$ cat src/rtl/register_load_arbiter_pkg.sv
// Shared types and sizing helpers for the register load arbiter.
package register_load_arbiter_pkg;

  typedef enum logic [1:0] {
    IDLE = 2'd0,
    LOAD = 2'd1,
    ACK  = 2'd2
  } state_e;

  // Index width for a requester count; never narrower than one bit.
  function automatic int unsigned idx_w(input int unsigned n);
    return (n > 1) ? $clog2(n) : 1;
  endfunction

  localparam int unsigned N_REQ_DEF = 4;
  localparam int unsigned IDX_W     = idx_w(N_REQ_DEF);

endpackage

$ cat src/rtl/register_load_arbiter_rr_pick.sv
// Combinational round-robin pick: first eligible request at or after ptr, wrapping.
module rr_pick
  import register_load_arbiter_pkg::*;
#(
  parameter  int unsigned N_REQ = 4,
  localparam int unsigned IW    = idx_w(N_REQ)
) (
  input  logic [N_REQ-1:0] req,
  input  logic [N_REQ-1:0] mask,
  input  logic [IW-1:0]    ptr,
  output logic [IW-1:0]    winner_c,
  output logic             valid_c
);

  localparam int unsigned SW = IW + 1;

  logic [N_REQ-1:0] eligible;
  logic [SW-1:0]    idx;

  always_comb begin
    eligible = req & ~mask;
    winner_c = '0;
    valid_c  = 1'b0;
    idx      = '0;
    for (int unsigned k = 0; k < N_REQ; k++) begin
      idx = {1'b0, ptr} + SW'(k);
      if (idx >= SW'(N_REQ)) idx = idx - SW'(N_REQ);
      if (!valid_c && eligible[idx[IW-1:0]]) begin
        valid_c  = 1'b1;
        winner_c = idx[IW-1:0];
      end
    end
  end

endmodule

$ cat src/rtl/register_load_arbiter.sv
// Round-robin arbiter feeding one shared negedge-loading register (active-low enable).
module register_load_arbiter
  import register_load_arbiter_pkg::*;
#(
  parameter  int unsigned N_REQ = 4,
  parameter  int unsigned WIDTH = 8,
  localparam int unsigned IW    = idx_w(N_REQ)
) (
  input  logic                   Clk,
  input  logic                   Resetbar,
  input  logic [N_REQ-1:0]       Req,
  input  logic [N_REQ*WIDTH-1:0] Data,
  output logic [N_REQ-1:0]       Grant,
  output logic [N_REQ-1:0]       Ack,
  output logic [WIDTH-1:0]       RegIn,
  output logic                   RegEnbar,
  output logic                   Busy,
  output logic [IW-1:0]          LastOwner
);

  state_e           state, state_n;
  logic [IW-1:0]    ptr, ptr_n;
  logic [IW-1:0]    winner, winner_n;
  logic [IW-1:0]    last_owner_n;
  logic [WIDTH-1:0] hold_n;
  logic [N_REQ-1:0] grant_n, ack_n, mask;
  logic             regenbar_n, busy_n;
  logic [IW-1:0]    pick_c;
  logic             pick_valid_c;
  logic [WIDTH-1:0] data_arr [N_REQ];

  function automatic logic [N_REQ-1:0] onehot(input logic [IW-1:0] idx);
    logic [N_REQ-1:0] v;
    v      = '0;
    v[idx] = 1'b1;
    return v;
  endfunction

  for (genvar i = 0; i < N_REQ; i++) begin : g_unpack
    assign data_arr[i] = Data[i*WIDTH +: WIDTH];
  end

  // The requester just acknowledged may not win again straight out of ACK.
  assign mask = (state == ACK) ? onehot(winner) : '0;

  rr_pick #(.N_REQ(N_REQ)) u_pick (
    .req      (Req),
    .mask     (mask),
    .ptr      (ptr),
    .winner_c (pick_c),
    .valid_c  (pick_valid_c)
  );

  always_ff @(posedge Clk or negedge Resetbar) begin
    if (!Resetbar) state <= IDLE;
    else           state <= state_n;
  end

  always_comb begin
    state_n      = state;
    ptr_n        = ptr;
    winner_n     = winner;
    last_owner_n = LastOwner;
    hold_n       = RegIn;
    grant_n      = '0;
    ack_n        = '0;
    regenbar_n   = 1'b1;
    busy_n       = 1'b0;
    case (state)
      IDLE, ACK: begin
        if (pick_valid_c) begin
          state_n    = LOAD;
          winner_n   = pick_c;
          hold_n     = data_arr[pick_c];
          grant_n    = onehot(pick_c);
          regenbar_n = 1'b0;
          busy_n     = 1'b1;
        end else begin
          state_n = IDLE;
        end
      end
      LOAD: begin
        state_n      = ACK;
        ack_n        = onehot(winner);
        busy_n       = 1'b1;
        last_owner_n = winner;
        ptr_n        = (winner == IW'(N_REQ - 1)) ? '0 : winner + IW'(1);
      end
      default: state_n = IDLE;
    endcase
  end

  // Output and bookkeeping registers; RegEnbar returns high at once on reset.
  always_ff @(posedge Clk or negedge Resetbar) begin
    if (!Resetbar) begin
      ptr       <= '0;
      winner    <= '0;
      LastOwner <= '0;
      RegIn     <= '0;
      Grant     <= '0;
      Ack       <= '0;
      RegEnbar  <= 1'b1;
      Busy      <= 1'b0;
    end else begin
      ptr       <= ptr_n;
      winner    <= winner_n;
      LastOwner <= last_owner_n;
      RegIn     <= hold_n;
      Grant     <= grant_n;
      Ack       <= ack_n;
      RegEnbar  <= regenbar_n;
      Busy      <= busy_n;
    end
  end

endmodule
$ cat config.mk
export PLATFORM = sky130hd
export DESIGN_NAME = register_load_arbiter
export DESIGN_NICKNAME = d
export VERILOG_FILES = /design/src/rtl/register_load_arbiter_pkg.sv /design/src/rtl/register_load_arbiter_rr_pick.sv /design/src/rtl/register_load_arbiter.sv
export SDC_FILE = /design/constraint.sdc
export NUM_CORES = 1
export LEC_CHECK = 0
export ABC_AREA = 1
export CORE_MARGIN = 2
export CORE_UTILIZATION = 41
export CTS_BUF_LIST = sky130_fd_sc_hd__clkbuf_16
export CTS_CLUSTER_DIAMETER = 200
export DETAILED_ROUTE_END_ITERATION = 16
export PLACE_DENSITY = 0.89
export SETUP_SLACK_MARGIN = 0.15
export SYNTH_ARGS = -nofsm -noshare
export SYNTH_HDL_FRONTEND = slang
export SYNTH_HIERARCHICAL = 1
export SYNTH_SLANG_ARGS = --single-unit
$ cat constraint.sdc
create_clock -name Clk -period 2.15 [get_ports Clk]
set_clock_uncertainty 0.1 [all_clocks]
set_input_delay 0.5375 -clock Clk [delete_from_list [all_inputs] [get_ports Clk]]
set_output_delay 0.5375 -clock Clk [all_outputs]
set_load 0.02 [all_outputs]
* Word-level counts from Yosys, hierarchy flattened
Cells that the tools add are included.
W data, S select, Z words.
** Storage, ports and cells
- Register bits after elaboration :: 26
- Bits in latches :: 0
- Memory bits (writable) :: 0
- Bits in read-only memories :: 0
- Input port bits :: 38
- Output and inout port bits :: 20
- Logic and storage cells :: 85
- Memories :: 0
** Operators by class
- Add/sub/neg operators :: 8
- $mul :: 0
- Div/mod/pow operators :: 0
- Order comparisons :: 13
- Equal/unequal tests :: 3
- Shift-type cells :: 0
- Muxes and demuxes :: 38
- Bitwise operators :: 3
- Reductions and logical operators :: 11
** Operator list (number)
- $lt A2 B3 Y1 const B :: 6
- $mux W2 :: 9
- $bmux W8 S2 :: 1
- $mux W4 :: 4
- $mux W8 :: 2
- $mux W1 :: 14
- $ge A3 B3 Y1 const B :: 4
- $bmux W1 S2 :: 4
- $sub A2 B1 Y2 const B :: 4
- $add A2 B2 Y3 const B :: 2
- $logic_and A1 B1 Y1 :: 5
- $and A4 B4 Y4 :: 1
- $demux W1 S2 :: 2
- $eq A2 B2 Y1 const B :: 2
- $ge A2 B1 Y1 const B :: 2
- $not A4 Y4 :: 1
- $pmux W2 S2 :: 1
- $add A2 B1 Y3 const B :: 1
- $ge A2 B3 Y1 const B :: 1
- $logic_not A1 Y1 :: 3
- $not A2 Y3 :: 1
- $add A2 B1 Y2 const B :: 1
- $eq A2 B1 Y1 const B :: 1
- $logic_not A2 Y1 :: 1
- 3 further kinds :: 3

* Depth between registers and ports, before layout
- Word-level depth :: 25
- Mapped depth :: 21
- Depth with buffers taken out :: 19

* By module
Netlist, hierarchy kept.
** By module, submodules not included
- register_load_arbiter :: instances 1, cells each 179, area each 1336.3 um^2, seq. area each 651.9 um^2
- rr_pick :: instances 1, cells each 60, area each 324.1 um^2, seq. area each 0.0 um^2

* Worst setup path before layout
Ideal clock, no wire load.
- Kind :: register to register
- Start point :: register winner[0]
- End point :: register RegIn[2]
- Setup time :: 124 ps
- Arrival time :: 1878 ps
- Data required time :: 1926 ps
- Slack :: 48 ps
- Stages on the path, launching flop included :: 20
- Buffers on the path :: 2
- Period minus slack after synthesis :: 2102 ps
- Cells stage by stage :: dfrtp_1 inv_1 ha_1 inv_1 nor2_1 inv_1 nand3_2 nand3_1 nand2_2 nand2_2 nor2_4 nand3_1 nand2_1 buf_6 inv_6 buf_6 nand2_1 nand2_1 nand2_1 nand3_1
** On the way
- Word-level cells in the longest chain between the ends :: 23
- Elaborated cells on any way between the ends :: 35
- Classes of those cells :: 2 x order compare; 22 x mux; 3 x bitwise; 8 x reduce/logical
** RTL lines
- from (decl) :: line register_load_arbiter.sv:23 : logic [IW-1:0] winner, winner_n;
- from (signal assigned) :: line register_load_arbiter.sv:106 : winner <= winner_n;
- $lt A2 B3 Y1 (implied by the code) / $ge A2 B1 Y1 (equally long branches) :: line register_load_arbiter.sv:35 : v[idx] = 1'b1;
- $logic_and A1 B1 Y1 (implied by the code) :: line register_load_arbiter.sv:35
- $mux W1 (implied by the code) :: line register_load_arbiter.sv:35
- $demux W1 S2 (*) :: line register_load_arbiter.sv:35
- $mux W4 (*) :: line register_load_arbiter.sv:44 : assign mask = (state == ACK) ? onehot(winner) : '0;
- net mask[2] :: line register_load_arbiter.sv:26 : logic [N_REQ-1:0] grant_n, ack_n, mask;
- $not A4 Y4 (*) :: line register_load_arbiter_rr_pick.sv:21 : eligible = req & ~mask;
- $and A4 B4 Y4 (*) :: line register_load_arbiter_rr_pick.sv:21
- [... 8 more ...]
- $mux W1 :: line register_load_arbiter_rr_pick.sv:28 : if (!valid_c && eligible[idx[IW-1:0]]) begin
- $logic_not A1 Y1 :: line register_load_arbiter_rr_pick.sv:28
- $logic_and A1 B1 Y1 :: line register_load_arbiter_rr_pick.sv:28
- $mux W2 (*) :: line register_load_arbiter_rr_pick.sv:28
- net pick_c[0] :: line register_load_arbiter.sv:28 : logic [IW-1:0] pick_c;
- $not A2 Y3 (implied by the code) (*) :: line register_load_arbiter.sv:74 : hold_n = data_arr[pick_c];
- $bmux W8 S2 (*) :: line register_load_arbiter.sv:74
- $mux W8 (implied by the code) (*) (2 in a row) :: line register_load_arbiter.sv:74
- to (signal assigned) :: line register_load_arbiter.sv:108 : RegIn <= hold_n;
- to (decl) :: line register_load_arbiter.sv:15 : output logic [WIDTH-1:0] RegIn,
The timed path passes the listed nets; every way through them passes the cells marked *. The select of a mux whose other input is x is not followed.
A chain may end at the register's enable or synchronous reset.

* Worst setup path after layout
- Start point :: register winner[0]
- End point :: register RegIn[7]
The elaborated chain is that of the path after synthesis.

==> flow_metrics.py <==
metrics = {
    "sta": {
        "setup_violations": 17,
        "whs_ps": 395,
        "setup_ws_ps": -212,
        "tightest_slew_ps": 480,
        "maxSlewViolCount": 0,
        "max_freq_mhz": 423,
        "finalHoldViolCount": 0,
        "period_share": 1.10,
        "fin_crit_ps": 2360,
        "maxSlewHeadroom": 0.680,
        "grt_setup_unrepaired": "yes",
    },
    "pwr": {
        "pwr-share-clk": 0.106,
        "combinationalPowerShare": 0.715,
        "cellPowerDensity_nw_per_um2": 1830,
        "p_int_mw": 2.60,
        "p_switching_mw": 2.49,
        "peakVddDrop_mv": 0.844,
        "switching_share": 0.489,
        "power_leakage_nw": 1.38,
        "seqPwrFrac": 0.179,
    },
    "run_status": {
        "violations": "negative setup slack",
        "outcome": "finished, violations left",
    },
    "clock_tree": {
        "cts_root_buf": "clkbuf_16",
        "cts_tree": "built",
        "cts.hold.buffers_added": 0,
        "cts_buffers": 3,
        "cts_sinks": 26,
        "cts_max_path_buffers": 2,
        "clk_pin_slew_ps": 70,
        "clk_latency_ps": 260,
        "cts_max_level": 1,
    },
    "synthesis": {
        "dominantRegCellSynth": "dfrtp_1",
        "ys_warn_count": 6,
        "syn_inst": 239,
        "syn_avg_cell_area_um2": 6.95,
        "syn_nets": 281,
        "synth_edf_count": 0,
        "async_reset_ff_frac": 1.00,
        "seq_area_frac_synth": 0.393,
        "ys_seq_elements": 26,
        "synth.distinct_cells": 20,
        "syn_area_um2": 1660,
    },
    "layout": {
        "areaGrowthSynthToFinish_pct": 67.5,
        "final_common_cell": "nand2_1",
        "drive_gt1_frac": 0.332,
        "layout_common_cells": "77 x nand2_1, 56 x clkdlybuf4s50_1, 26 x inv_1",
        "fin_nets": 359,
        "antennaDiodeCount": 0,
    },
    "floorplan": {
        "dieArea_um2": 4570,
        "die_w_um": 67.6,
        "die_h_um": 67.6,
        "core-area_um2": 3940,
        "io_pins": 58,
        "start_util": 0.421,
        "num_rows": 23,
    },
    "flow_run": {
        "cap_violations": 0,
    },
    "setup_path": {
        "worst_ep_required_time_ps": 2200,
        "crit_fanout": 5,
        "startpoint_type": "register",
        "critPathArrivalTime_ps": 2410,
        "path_class": "register to register",
        "end_kind": "register",
    },
    "global_routing": {
        "globalRoute.totalOverflow": 0,
        "grt_max_degree": 27,
        "grt.total_usage": 0.210,
        "grt_pass1_vias": 1734,
        "grt_pass1_wl_um": 7320,
        "antenna_found_initial": 0,
    },
    "route": {
        "routed-wl-met2_um": 2710,
        "drt.antenna.violating_nets": 0,
        "drt-wirelength-per-cell_um": 13.2,
        "firstDrtPassIters": 5,
        "wl_um": 4830,
        "drcViolationCount": 0,
        "wl_met1_um": 1840,
        "routed-via-count": 1717,
        "drt_iter0_markers": 93,
        "via_per_inst": 4.69,
        "top_layer": "met4",
        "wl_met3_um": 170,
    },
    "placement": {
        "pre_cts_slack_ps": -345,
        "hpwl_um": 3020,
        "place_congestion": 0.830,
        "portBuffers": 57,
    },
    "hold_path": {
        "hold_class": "register to register",
    },
}
==> through the flow <==
stage | setup TNS [ps] | std cells | cell area, um^2 | utilization | power, mW
2_1_floorplan | 0 | 239 | 1690 | - | 2.86
3_3_place_gp | -2620 | 355 | 2380 | 0.605 | 3.62
3_5_place_dp | -3270 | 355 | 2380 | 0.605 | 3.72
4_1_cts | -565 | 364 | 2670 | 0.677 | 4.73
5_1_grt | -3980 | 366 | 2780 | 0.705 | 5.47
6_report | -2510 | 366 | 2780 | 0.705 | 5.09
==> per-layer routing <==
metal | track usage | vias to the layer above
met5 | 0 | -
li1 | - | 871
met1 | 0.231 | 789
met3 | 0.0200 | 10
met4 | 0.0689 | 0
met2 | 0.413 | 47
==> layout make-up <==
| cell class | count | area [um^2] |
|---|---|---|
| inverter | 41 | 176 |
| clock inverter | 1 | 30.0 |
| fill | 306 | 1160 |
| clock buffer | 3 | 75.1 |
| tap | 50 | 62.6 |
| timing repair buffer | 79 | 761 |
| multi-input combinational | 166 | 1020 |
| sequential | 26 | 653 |
==> sequential cells by signal, summed over array words and instances (netlist names), 2 cells and up <==
| signal | cells |
|---|---|
| ptr | 2 |
| winner | 2 |
| LastOwner | 2 |
| Ack | 4 |
| RegIn | 8 |
| state | 2 |
| Grant | 4 |
==> timing repair <==
action | CTS | global route
buffers inserted | 4 | 2
pin swaps | 30 | 25
resized for setup | 39 | 31
gates cloned | 1 | 0
setup endpoints to repair | 18 | 17
==> power groups by stage <==
stage / logic, mW / clock network, mW / registers (mW)
final: 3.64 / 0.540 / 0.910
after global placement: 2.73 / 0 / 0.894
after CTS: 3.29 / 0.542 / 0.902
after floorplan: 1.82 / 0 / 1.04
after detailed placement: 2.82 / 0 / 0.901
after global routing: 3.98 / 0.558 / 0.934
==> critical path: stages (launching register included) <==
cell and delay, ps:
dfrtp_2 470, inv_4 100, ha_4 130, inv_2 40, nor2_1 80, inv_1 80, nand3_2 110, nand3_2 130
nand2_4 140, nand2_4 60, nor2_4 120, nand3_2 130, nand2_4 160, buf_6 150, nand2_2 60, nand3_2 50
nand2_1 50, nand2_1 50, nand2_1 50
==> path summary, 6_finish.rpt <==
path	startpoint	endpoint	slack (ps)	cells after the start
worst max-delay path	winner[0]	RegIn[7]	-210	18
max in group asynchronous	Resetbar	RegEnbar	1110	2
min in group asynchronous	Resetbar	Grant[0]	550	2
worst min register to register	RegIn[3]	RegIn[3]	400	2
worst max register to register	winner[0]	RegIn[7]	-210	18
worst min-delay path	RegIn[3]	RegIn[3]	400	2
==> kinds of logic after synthesis <==
| logic type | synth area share |
|---|---|
| AO/OA/AOI/OAI | 0.0151 |
| adder cells (fa/ha/maj) | 0.0301 |
| buffers and inverters | 0.133 |
| flip-flops | 0.393 |
| AND/OR/NAND/NOR | 0.429 |
==> Yosys cell counts, types with 2 or more instances <==
master / number / area share
nand2_2: 9 / 0.034
dfrtp_1: 25 / 0.38
ha_1: 4 / 0.030
inv_2: 4 / 0.0090
inv_1: 35 / 0.079
nand3_2: 5 / 0.030
nand2_1: 95 / 0.21
buf_2: 2 / 0.0060
a21oi_1: 2 / 0.0060
nor2_1: 15 / 0.034
nand3_1: 27 / 0.081
buf_6: 4 / 0.027
nor2_4: 3 / 0.020
o21ai_0: 3 / 0.0090
(Power assumes the default switching activity.)
